File: config.mk
export PLATFORM = sky130hd
export DESIGN_NAME = reg_writeback
export DESIGN_NICKNAME = d
export VERILOG_FILES = /design/src/rtl/reg_pkg.sv /design/src/rtl/wb_fifo.sv /design/src/rtl/reg_writeback.sv
export SDC_FILE = /design/constraint.sdc
export NUM_CORES = 1
export LEC_CHECK = 0
export ABC_AREA = 0
export BUFFER_PORTS_ARGS = -buffer_cell sky130_fd_sc_hd__clkbuf_2
export CAP_MARGIN = 40
export CORE_ASPECT_RATIO = 1.5
export CORE_MARGIN = 2
export CORE_UTILIZATION = 35
export DETAILED_ROUTE_END_ITERATION = 7
export PLACE_DENSITY = 0.57
export SYNTH_ARGS = -nofsm -noshare
export SYNTH_HDL_FRONTEND = slang
export SYNTH_HIERARCHICAL = 1
export SYNTH_SLANG_ARGS = --single-unit
File: constraint.sdc
create_clock -name clk -period 4.5 [get_ports clk]
set_input_delay 0 -clock clk [delete_from_list [all_inputs] [get_ports clk]]
set_output_delay 0 -clock clk [all_outputs]
set_load 0.02 [all_outputs]
File: src/rtl/reg_pkg.sv
// Shared types and constants for the 8-bit emulator register file slice.
package reg_pkg;

    localparam int NUM_REGS  = 12;
    localparam int REG_WIDTH = 8;
    localparam int CAR_REG   = NUM_REGS - 1;
    localparam int ZERO_REG  = 0;

    typedef logic [$clog2(NUM_REGS)-1:0] reg_addr_t;

    typedef struct packed {
        reg_addr_t            rd;
        logic [REG_WIDTH-1:0] data;
        logic                 car_en;
        logic [REG_WIDTH-1:0] car;
    } wb_entry_t;

endpackage

File: src/rtl/wb_fifo.sv
// Circular write-back queue with occupancy count; exposes entries oldest-first.
module wb_fifo
    import reg_pkg::*;
#(
    parameter int depth = 4
) (
    input  logic                clk,
    input  logic                rst_n,
    input  logic                push,
    input  wb_entry_t           push_entry,
    input  logic                pop,
    output wb_entry_t           entries [depth],
    output logic [depth-1:0]    valid,
    output logic                full,
    output logic                empty
);

    localparam int PW = $clog2(depth);

    wb_entry_t        mem [depth];
    logic [PW-1:0]    wr_ptr;
    logic [PW-1:0]    rd_ptr;
    logic [PW:0]      count;

    always_ff @(posedge clk) begin
        if (!rst_n) begin
            wr_ptr <= '0;
            rd_ptr <= '0;
            count  <= '0;
        end else begin
            if (push) begin
                mem[wr_ptr] <= push_entry;
                wr_ptr      <= wr_ptr + 1'b1;
            end
            if (pop)
                rd_ptr <= rd_ptr + 1'b1;
            case ({push, pop})
                2'b10:   count <= count + 1'b1;
                2'b01:   count <= count - 1'b1;
                default: count <= count;
            endcase
        end
    end

    // Index 0 is the head; higher indices are progressively younger.
    always_comb begin
        for (int unsigned i = 0; i < depth; i++) begin
            entries[i] = mem[rd_ptr + PW'(i)];
            valid[i]   = ((PW+1)'(i) < count);
        end
    end

    assign full  = (count == (PW+1)'(depth));
    assign empty = (count == '0);

endmodule

File: src/rtl/reg_writeback.sv
// Write-side queue for the register file: arbitrates ALU/load results, drains
// one entry per cycle, and offers a busy/forwarding lookup for decode.
module reg_writeback
    import reg_pkg::*;
#(
    parameter int num_regs  = NUM_REGS,
    parameter int reg_width = REG_WIDTH,
    parameter int depth     = 4
) (
    input  logic                        clk,
    input  logic                        rst_n,
    input  logic                        mem_valid,
    input  logic [$clog2(num_regs)-1:0] mem_rd,
    input  logic [reg_width-1:0]        mem_data,
    output logic                        mem_ready,
    input  logic                        alu_valid,
    input  logic [$clog2(num_regs)-1:0] alu_rd,
    input  logic [reg_width-1:0]        alu_data,
    input  logic                        alu_car_en,
    input  logic [reg_width-1:0]        alu_car,
    output logic                        alu_ready,
    input  logic                        hold,
    output logic                        write,
    output logic [$clog2(num_regs)-1:0] rd_addr,
    output logic [reg_width-1:0]        rd_in,
    output logic                        write_car,
    output logic [reg_width-1:0]        car_in,
    input  logic [$clog2(num_regs)-1:0] q_addr,
    output logic                        q_busy,
    output logic [reg_width-1:0]        q_data
);

    wb_entry_t        entries [depth];
    logic [depth-1:0] valid;
    logic             full;
    logic             empty;
    logic             mem_fire;
    logic             alu_fire;
    logic             push;
    logic             pop;
    wb_entry_t        new_entry;
    wb_entry_t        head;

    assign mem_ready = !full;
    assign alu_ready = !full && !mem_valid;
    assign mem_fire  = mem_valid && mem_ready;
    assign alu_fire  = alu_valid && alu_ready;

    always_comb begin
        new_entry = '0;
        if (mem_fire) begin
            new_entry.rd   = mem_rd;
            new_entry.data = mem_data;
        end else begin
            new_entry.rd     = alu_rd;
            new_entry.data   = alu_data;
            new_entry.car_en = alu_car_en;
            new_entry.car    = alu_car;
        end
    end

    // Entries with nothing to write are accepted but never enqueued.
    assign push = (mem_fire || alu_fire) &&
                  !(new_entry.rd == reg_addr_t'(ZERO_REG) && !new_entry.car_en);
    assign pop  = !empty && !hold;

    wb_fifo #(.depth(depth)) u_fifo (
        .clk        (clk),
        .rst_n      (rst_n),
        .push       (push),
        .push_entry (new_entry),
        .pop        (pop),
        .entries    (entries),
        .valid      (valid),
        .full       (full),
        .empty      (empty)
    );

    assign head = empty ? '0 : entries[0];

    // Write strobes are masked while reset is asserted so a flushed queue never pulses.
    assign write     = pop && rst_n && (head.rd != reg_addr_t'(ZERO_REG));
    assign write_car = pop && rst_n && head.car_en;
    assign rd_addr   = head.rd;
    assign rd_in     = head.data;
    assign car_in    = head.car;

    always_comb begin
        q_busy = 1'b0;
        q_data = '0;
        for (int unsigned i = 0; i < depth; i++) begin
            if (valid[i]) begin
                if (q_addr != reg_addr_t'(ZERO_REG) && entries[i].rd == q_addr) begin
                    q_busy = 1'b1;
                    q_data = entries[i].data;
                end
                if (entries[i].car_en && q_addr == reg_addr_t'(CAR_REG)) begin
                    q_busy = 1'b1;
                    q_data = entries[i].car;
                end
            end
        end
    end

endmodule

==> results.yml <==
outcome:
  status: "complete, no violations"
global_routing:
  overflow: 0
  antenna_found_initial: 0
  grt_pass1_wl_um: 25700
  grt_pass1_vias: 4518
  grt_max_degree: 33
  grt.total_usage_pct: 17.6
logic_synthesis:
  yosysSeqAreaShare_pct: 41.3
  ys_types: 46
  syn-mean-instance-area_um2: 15.4
  syn_nets: 475
  synthCells: 425
  netlist_area_mm2: 0.00654
  async_reset_ff_share_pct: 0
  ys_ff_latch: 93
  synth-edff-count: 84
  synth_top_flop_cell: "edfxtp_1"
  ys_warn_count: 6
cts:
  clkSlewWorstSetupHoldPaths_ns: 0.07
  clock-sinks: 93
  clk_path_buf_depth: 2
  cts_tree: "built"
  cts_root_buffer: "clkbuf_16"
  clk_latency_ns: 0.35
  htree_levels: 3
  cts_resized: 0
  cts_buffers: 9
placement:
  portBuffers: 74
  gp_congestion: 0.836
  place_hpwl_um: 11700
  placed_area_mm2: 0.00706
  place_inst: 730
finish:
  design_area_mm2: 0.00737
  final_cell_mix: "mux4_2, edfxtp_1, clkbuf_2"
  diodes: 0
  fin_util_pct: 39.9
  finalNonFillerCells: 747
  layout.nets: 540
  drive_above_1_share_pct: 46.9
  layout-area-overhead-vs-synth_pct: 12.6
setup_path:
  critical_path_class: "flip-flop to flip-flop"
  max_stage_delay_ns: 0.67
  rr_worst_depth: 12
  critPathCaptureType: "flip-flop"
  cp_slowest_cell: "a211oi_1"
  path_max_fanout: 18
  cp_cell_sequence: "inv_1, ha_1, and2_1, nor2b_2, buf_4, mux2_2, nor2_1, a211oi_1, inv_1, ha_1, or3_1, a21boi_0"
  critical_path_required_ns: 4.78
  cp-start-kind: "flip-flop"
  worst_ep_arrival_time_ns: 3.84
die:
  std_cell_rows: 61
  io_pins: 75
  core_mm2: 0.0185
  die-area_mm2: 0.0198
  start_util_pct: 35.4
  dieWidth_um: 116
  die_h_um: 171
timing:
  setup_violations: 0
  period_needed_ns: 3.56
  relSlewSlack_pct: 46.3
  max_freq_mhz: 281
  rsz0062_at_grt: "false"
  drv_slew: 0
  worst_pin_slew_ns: 0.801
  period_share_pct: 79.1
  fin_tns_setup_ns: 0
  final_hold_viol_count: 0
  finClkSkew_ns: 0.00850
detailed_routing:
  drt-initial-drc-count: 271
  via_per_inst: 5.68
  drt_wl_total_um: 16700
  drt_pass1_iterations: 4
  antenna_left: 0
  drc: 0
  via_count: 4243
  routedWlPerCell_um: 22.3
pwr:
  peakVddDrop_mv: 0.211
  power_density_mw_per_mm2: 490
  leakage_nw: 2.52
  total_power_mw: 3.61
run:
  cap_violations: 0
hold_path:
  min_path_cells: 2
  hp-class: "input port to flip-flop"
-- worst max-delay path: cells and delay by family, from the launching register on --
family                     cells  cell delay (ns)
AOI/OAI and AO/OA              2             0.83
adders and majority gates      2             0.60
buffers and inverters          3             0.53
DFF                            1             0.42
muxes                          1             0.26
and+or+nand+nor                4             0.84
-- per-layer routing --
| layer | track usage, % | part of all wire, % | vias to the layer above |
|---|---|---|---|
| met4 | 6.42 | 2.0 | 0 |
| met1 | 20.4 | 36 | 2184 |
| met5 | 0 | 0 | - |
| li1 | - | - | 1872 |
| met3 | 2.47 | 5.5 | 25 |
| met2 | 32.8 | 56 | 162 |
-- cell type report --
class | count | area (um2)
Timing Repair Buffer | 89 | 489
Multi-Input combinational cell | 290 | 3530
Inverter | 7 | 26.3
Sequential cell | 93 | 2710
Clock inverter | 5 | 41.3
Clock buffer | 11 | 254
Fill cell | 1763 | 11100
Tap cell | 252 | 315
-- path summary, 6_finish.rpt --
kind                     from                 to  slack [ns]
min               mem_data[1]  u_fifo/mem[0][10]       0.007
max reg2reg   u_fifo/count[0]    u_fifo/count[2]        0.94
max           u_fifo/count[0]    u_fifo/count[2]        0.94
min reg2reg  u_fifo/wr_ptr[1]   u_fifo/wr_ptr[1]        0.57
-- cells by family after synthesis --
logic type | after synthesis | synth area share [%]
AND/OR/NAND/NOR | 95 | 8.45
flip-flops | 93 | 41.3
multiplexers | 114 | 33.9
buffers and inverters | 42 | 4.74
adder cells (fa/ha/maj) | 8 | 1.53
XOR/XNOR | 21 | 3.04
AO/OA/AOI/OAI | 52 | 7.04
-- sequential cells by signal, summed over array words and instances (netlist names), named ones only --
register	cells
u_fifo/count	3
u_fifo/mem	84
u_fifo/rd_ptr	2
u_fifo/wr_ptr	2
-- power by group --
part / switching [mW] / total, mW / internal, mW / leakage (nW)
Combinational: 0.888 / 1.67 / 0.786 / 1.53
Clock: 0.317 / 0.730 / 0.414 / 0.143
Sequential: 0.143 / 1.21 / 1.06 / 0.847
-- timing repair --
item	CTS	global route
setup buffers	0	0
hold endpoints to repair	4	0
endpoints found under the setup margin	0	0
hold buffers	1	0
-- synth_stat cells (all sizes together) (2+ instances only) --
cell	count	area, um2
edfxtp	84	2520
mux4	84	1890
nor2b	32	200
buf	31	269
nand2	25	119
mux2	20	225
xnor2	13	129
o21ai	12	71.3
and2	10	65.1
mux2i	10	100
dfxtp	9	180
nand3	9	45.0
a22oi	8	60.1
ha	8	100
o211a	8	80.1
o22ai	8	100
o31ai	8	60.1
xor2	8	70.1
inv	7	26.3
and3	6	37.5
nor2	5	18.8
clkbuf	4	15.0
nor3	2	21.3
o41ai	2	25.0
or3	2	12.5
-- through the flow --
step	worst slack (ns)	hold slack, ns
global placement	1.10	0.305
finish	0.940	0.00737
global route	0.598	0.0168
CTS	0.901	0.00148
floorplan	1.42	0.0798
detailed placement	0.932	0.296
Power figures use the tool's default switching activity.
